--- src/rtl/sdram_inport_arbiter.sv ---
// Two-requester round-robin arbiter in front of the sdram_axi_core inport.
// One transaction outstanding at a time, with a WAIT_ACK timeout that aborts with an error.
module sdram_inport_arbiter #(
  parameter int unsigned TIMEOUT_CYCLES = 255
) (
  input  logic             clk_i,
  input  logic             rst_ni,
  input  logic [1:0][3:0]  req_wr_i,
  input  logic [1:0]       req_rd_i,
  input  logic [1:0][31:0] req_addr_i,
  input  logic [1:0][31:0] req_wdata_i,
  output logic [1:0]       req_accept_o,
  output logic [1:0]       req_ack_o,
  output logic [1:0]       req_error_o,
  output logic [31:0]      req_rdata_o,
  output logic [3:0]       core_wr_o,
  output logic             core_rd_o,
  output logic [31:0]      core_addr_o,
  output logic [31:0]      core_wdata_o,
  input  logic             core_accept_i,
  input  logic             core_ack_i,
  input  logic             core_error_i,
  input  logic [31:0]      core_rdata_i,
  output logic             busy_o
);

  localparam int unsigned CNT_W =
    ($clog2(TIMEOUT_CYCLES + 1) > 8) ? $clog2(TIMEOUT_CYCLES + 1) : 8;

  typedef enum logic [1:0] {IDLE, ISSUE, WAIT_ACK} state_e;

  state_e            state_q, state_d;
  logic              last_grant_q;
  logic              grant_q;
  logic              sel_grant;
  logic [1:0]        pending;
  logic [CNT_W-1:0]  tmo_q;
  logic              timeout_hit;

  always_comb begin
    pending = '0;
    for (int unsigned i = 0; i < 2; i++) begin
      pending[i] = (|req_wr_i[i]) | req_rd_i[i];
    end
    // Prefer the requester that was not served last.
    if (pending[~last_grant_q]) sel_grant = ~last_grant_q;
    else                        sel_grant = last_grant_q;
    timeout_hit = (state_q == WAIT_ACK) && (tmo_q == CNT_W'(TIMEOUT_CYCLES));
  end

  always_ff @(posedge clk_i) begin
    if (!rst_ni) state_q <= IDLE;
    else         state_q <= state_d;
  end

  always_comb begin
    state_d = state_q;
    case (state_q)
      IDLE:     if (|pending) state_d = ISSUE;
      ISSUE:    if (core_accept_i) state_d = WAIT_ACK;
      WAIT_ACK: if (core_ack_i || timeout_hit) state_d = IDLE;
      default:  state_d = IDLE;
    endcase
  end

  // Outputs are gated by rst_ni so nothing leaks while reset is asserted mid-transaction.
  always_comb begin
    req_accept_o = '0;
    req_ack_o    = '0;
    req_error_o  = '0;
    req_rdata_o  = '0;
    busy_o       = (state_q != IDLE);
    if (rst_ni) begin
      case (state_q)
        ISSUE: begin
          if (core_accept_i) req_accept_o[grant_q] = 1'b1;
        end
        WAIT_ACK: begin
          if (core_ack_i) begin
            req_ack_o[grant_q]   = 1'b1;
            req_error_o[grant_q] = core_error_i;
            req_rdata_o          = core_rdata_i;
          end else if (timeout_hit) begin
            req_ack_o[grant_q]   = 1'b1;
            req_error_o[grant_q] = 1'b1;
          end
        end
        default: ;
      endcase
    end
  end

  always_ff @(posedge clk_i) begin
    if (!rst_ni) begin
      last_grant_q <= 1'b1;
      grant_q      <= 1'b0;
      tmo_q        <= '0;
      core_wr_o    <= '0;
      core_rd_o    <= 1'b0;
      core_addr_o  <= '0;
      core_wdata_o <= '0;
    end else begin
      case (state_q)
        IDLE: begin
          if (|pending) begin
            grant_q      <= sel_grant;
            core_wr_o    <= req_wr_i[sel_grant];
            core_rd_o    <= req_rd_i[sel_grant] & ~(|req_wr_i[sel_grant]);
            core_addr_o  <= req_addr_i[sel_grant];
            core_wdata_o <= req_wdata_i[sel_grant];
          end
        end
        ISSUE: begin
          if (core_accept_i) begin
            core_wr_o <= '0;
            core_rd_o <= 1'b0;
            tmo_q     <= '0;
          end
        end
        WAIT_ACK: begin
          if (core_ack_i || timeout_hit) last_grant_q <= grant_q;
          else                           tmo_q        <= tmo_q + 1'b1;
        end
        default: ;
      endcase
    end
  end

endmodule

--- config.mk ---
export PLATFORM = sky130hd
export DESIGN_NAME = sdram_inport_arbiter
export DESIGN_NICKNAME = d
export VERILOG_FILES = /design/src/rtl/sdram_inport_arbiter.sv
export SDC_FILE = /design/constraint.sdc
export NUM_CORES = 1
export LEC_CHECK = 0
export ABC_AREA = 1
export BUFFER_PORTS_ARGS = -buffer_cell sky130_fd_sc_hd__buf_2
export CAP_MARGIN = 20
export CORE_MARGIN = 3
export CORE_UTILIZATION = 35
export DETAILED_ROUTE_END_ITERATION = 10
export GPL_ROUTABILITY_DRIVEN = 0
export HOLD_SLACK_MARGIN = 0.15
export MAX_ROUTING_LAYER = met4
export PLACE_DENSITY_LB_ADDON = 0.15
export REMOVE_ABC_BUFFERS = 1
export SLEW_MARGIN = 20
export SYNTH_ARGS = -nofsm -noshare
export SYNTH_HDL_FRONTEND = slang
export SYNTH_SLANG_ARGS = --single-unit
--- constraint.sdc ---
create_clock -name clk_i -period 2 [get_ports clk_i]
set_input_delay 0.4 -clock clk_i [delete_from_list [all_inputs] [get_ports clk_i]]
set_output_delay 0.4 -clock clk_i [all_outputs]
set_load 0.1 [all_outputs]
# Yosys cells after proc, flatten, opt, wreduce, memory -nomap -nowiden
# Index checks and enable logic that the tools add are counted.
dict set report classes {
  n_addsub 1
  n_lt_le_gt_ge 4
  eq_ne 7
  mux 39
  bitwise_logic 6
  n_reduce_logical 16
}
# cell n
set ops {}
lappend ops {{$mux 32} 7}
lappend ops {{$mux 2} 13}
lappend ops {{$mux 4} 4}
lappend ops {{$mux 8} 2}
lappend ops {{$pmux 8 s2} 1}
lappend ops {{$reduce_or 4->1} 3}
lappend ops {{$reduce_and 3->1} 3}
lappend ops {{$add 8x1->8 const B} 1}
lappend ops {{$eq 8x8->1 const B} 1}
lappend ops {{$mux 1} 8}
lappend ops {{$pmux 4 s2} 1}
lappend ops {{$lt 1x2->1 const B} 3}
lappend ops {{$ne 2x2->1 const B} 3}
lappend ops {{$pmux 2 s3} 1}
lappend ops {{$reduce_bool 2->1} 3}
lappend ops {{$reduce_and 2->1} 2}
lappend ops {{$and 2x2->2} 1}
lappend ops {{$eq 2x1->1 const B} 1}
lappend ops {{$eq 2x2->1 const B} 1}
lappend ops {{$logic_and 1x1->1} 2}
lappend ops {{$logic_not 2->1} 1}
lappend ops {{$ne 2x1->1 const B} 1}
lappend ops {{$not 1->1} 2}
lappend ops {{$or 1x1->1} 2}
lappend ops {{6 further kinds} 6}
dict set report totals {
  ff_bits 81
  inputBits 175
  out_inout_bits 108
  word_cells 81
}

# Logic depth before layout (Yosys ltp)
dict set report depth {
  depth_word 12
  ltp_mapped 11
  depth_no_buf 10
}

# Worst setup path before layout
# OpenSTA, ideal clock, no wires.
dict set report synth_path {
  path_kind {reg2out}
  from {reg tmo_q[0]}
  to {out req_error_o[0]}
  arrival_time_ns 3.754
  required_ns 1.600
  slack_ns -2.154
  path_stages_with_launch 8
  path_buffers 0
  cell_sequence {dfxtp_1 > ha_1 > inv_1 > nor2_1 > nand3_1 > nand2_1 > nand2_1 > nor4_1}
}
dict set report synth_via {
  elab_chain_cells 6
}
# element line
set synth_rtl {}
lappend synth_rtl {{from (decl)} 37} ;# logic [CNT_W-1:0] tmo_q;
lappend synth_rtl {{from (signal assigned)} 122} ;# else tmo_q <= tmo_q + 1'b1;
lappend synth_rtl {{$eq 8x8->1} 48} ;# timeout_hit = (state_q == WAIT_ACK) && (tmo_q == CNT_W'(TIMEOUT_CYCLES));
lappend synth_rtl {{$logic_and 1x1->1} 48}
lappend synth_rtl {{$mux 2} 83} ;# end else if (timeout_hit) begin
lappend synth_rtl {{$mux 2} 79} ;# if (core_ack_i) begin
lappend synth_rtl {{$mux 2} 74} ;# case (state_q)
lappend synth_rtl {{$mux 2} 73} ;# if (rst_ni) begin
lappend synth_rtl {{to (decl)} 14} ;# output logic [1:0] req_error_o,
# Every way passes these cells.

# Worst setup path after layout
dict set report layout_path {
  from {reg tmo_q[0]}
  to {out req_error_o[1]}
}
# Same word-level chain as after synthesis.

==> metrics <==
outcome=finished, violations left; failing checks=setup timing; post-synthesis instance total=569; Static Leakage=3.084 nW; Min Clock Period, post-route=2071 ps; Final Skew=6.612 ps; CP endpoint kind=output port; # DRC=0; final global-route overflow total=0; core area=0.01108 mm^2; WL per Instance=14.34 um; die width=roughly 110 um; initial core utilization=0.3648; Worst R2R Setup Slack=320 ps; Fmax=just under 0.5 GHz; Pwr Density=841.1 mW/mm^2; Placed Cells=roughly 960; chip height=113.5 um; Detailed Route Iter0 Violations=around 340; Critical Path AT=~1700 ps; Slew @ Worst Pin=517.7 ps; CP max FO=4; Slew Limit Fails=0; detailed placement HPWL=10.59 mm; drt pass-1 iters=5; post-synthesis sequential element count=81; Worst Hold Depth=3; Root Buffer=clkbuf_16; Sink Count=81; Tcrit/Tclk final=1.036; area of the multi-input gates=0.002185 mm^2; H-Tree Level Count=3; fill count=1048; share of the synthesized area in the top cell type=0.4012; min-delay src=req_addr_i[26]; final setup vio count=5; Ys Warns=0; Crit Reg-Reg Endpoint=tmo_q[7]$_SDFFE_PN0P_; layout cells sized above 1=0.4340; post-route ant nets=0; diode count=0; Num CTS Buffers=9; crit start category=register; Mean Syn Cell Area=7.103 um^2; Max-Cap Viols=0; fin area=roughly 0.0066 mm^2; Synth-to-Final Area Change=63.31%; CTS tree=built; Post-Route WL=14.17 mm; Post-Syn Area=0.004041 mm^2; Hold Fails Final Rpt=0; r2r startpoint=state_q[1]$_SDFFE_PN0P_; headroom to the max-slew limit=0.6573; dpl ws=47.88 ps; Clock Latency Late Sink=330 ps; placed cell area=0.006067 mm^2; cell taking the most area after synthesis=dfxtp_1; largest net degree at the start of global routing=57; worst hold path type=in -> reg; post-synthesis sequential area ratio=0.4012; IO Port Bufs=282; synth unique cells=31; setup_tns=-198.7 ps; number of cells on the worst reg-to-reg path=9; vias per cell=just under 5; Clock Path Buffers=2; Main synth FF type=dfxtp_1; gr usage total=0.2119; I/O Pins=approximately 280; number of global-route vias before repair=around 4500; Worst Hold Path EP=core_addr_o[26]$_SDFFE_PN0P_; RSZ-0062 raised after global routing=true; EDFF count, synth=0; required time of the critical path=1600 ps; ys async rst share=0; Cell Count, Final, Fillers Out=roughly 1000; Setup CP Type=reg -> out; Die Area=0.01287 mm^2; storage element area=0.001630 mm^2; ranking of synthesized cells by area=dfxtp_1 (40%), nand2_1 (14%), o21bai_1 (7.4%); min setup slack post-route=-71.49 ps; antenna violations before repair=0; Clk pin slew, worst setup/hold paths=approximately 60 ps; VDD IR max=519.4 uV; routed vias=4834; Core Rows=38; NumNets Final=roughly 1000; first-pass GRT wire length=between 20 and 25 mm
## cells in the mapped netlist, drive strengths merged (2+ instances only)
library cell	count
nand2	153
a31oi	24
clkbuf	14
nand3	16
a32o	2
a21oi	49
nor3	4
o21ai	71
nor2	60
inv	20
buf	28
dfxtp	81
nand4	2
o21bai	40
## where the power goes
part           switching [W]  internal, W  total (W)
combinational        0.00161     0.000476    0.00208
clock               0.000627     0.000996    0.00162
sequential         0.0000776      0.00177    0.00185
## metrics by stage
stage / utilization / total power, W / hold WS (ps)
after floorplan: - / 0.003406 / 440.5
after global placement: 0.5477 / 0.003913 / 449.6
after detailed placement: 0.5477 / 0.003934 / 452.1
after CTS: 0.5853 / 0.005586 / 322.0
after global routing: 0.5958 / 0.005821 / 329.7
final: 0.5958 / 0.005551 / 336.9
## layout make-up
cell class	instances	area share
Multi-Input combinational cell	426	0.3310
Clock inverter	4	0.008152
Tap cell	140	0.02654
Sequential cell	81	0.2470
Timing Repair Buffer	306	0.3384
Clock buffer	11	0.03678
Inverter	20	0.01213
## registers in the layout, indices dropped and copies added (netlist names)
name	flops
core_addr_o	32
core_rd_o	1
core_wdata_o	32
core_wr_o	4
grant_q	1
last_grant_q	1
state_q	2
tmo_q	8
## per-layer routing
layer | vias to the layer above | global-route usage | routed length [um]
met5 | - | - | 0
met2 | 171 | 0.3618 | 7275
met3 | 20 | 0.03660 | 740
li1 | 2457 | - | -
met1 | 2186 | 0.2549 | 5924
met4 | 0 | 0.06811 | 228
## cells in the final DEF, fill, tap and decap left out, types with 10 or more instances in the layout
master / n
buf_2: 244
nand3_1: 14
clkbuf_16: 10
dfxtp_1: 74
buf_12: 42
nor2_2: 17
nor2_1: 38
nand2_1: 146
o21ai_1: 16
o21bai_1: 40
o21ai_0: 55
buf_4: 18
a31oi_1: 24
a21oi_1: 49
inv_1: 16
## worst max path at each step
| stage | start | to | slack, ps | cells after the start |
|---|---|---|---|---|
| 2_1_floorplan | state_q[1]$_SDFFE_PN0P_ | req_error_o[0] | -2760 | 6 |
| 3_3_place_gp | tmo_q[0]$_SDFFE_PN0P_ | req_error_o[1] | 80 | 8 |
| 3_5_place_dp | tmo_q[0]$_SDFFE_PN0P_ | req_error_o[1] | 50 | 8 |
| 4_1_cts | tmo_q[1]$_SDFFE_PN0P_ | req_error_o[0] | -180 | 9 |
| 5_1_grt | tmo_q[1]$_SDFFE_PN0P_ | req_error_o[1] | -170 | 9 |
| 6_report | tmo_q[0]$_SDFFE_PN0P_ | req_error_o[1] | -70 | 9 |
## kinds of logic after synthesis
family	Yosys count	share of synthesized area
xor gates and xnor gates	1	0.002168
AOI/OAI and AO/OA	186	0.2650
adders and majority gates	1	0.003095
DFF	81	0.4012
buffers and inverters	62	0.08700
and+or+nand+nor	238	0.2415
## timing repair
| item | 4_1_cts | 5_1_grt |
|---|---|---|
| hold buffers | 0 | 0 |
| gates cloned | 0 | 1 |
| endpoints found under the setup margin | 4 | 28 |
| buffers inserted | 8 | 3 |
| gates resized for setup | 15 | 26 |
| pin swaps | 5 | 5 |
## worst max-delay path: stages (launching register included)
cell	delay, ps
dfxtp_2	350
ha_4	130
inv_2	50
nor2_4	90
nand3_2	90
nand2_2	90
nand2_2	70
buf_6	140
nor3_4	150
buf_12	200
Note: power is estimated with default switching activity, not from simulation.
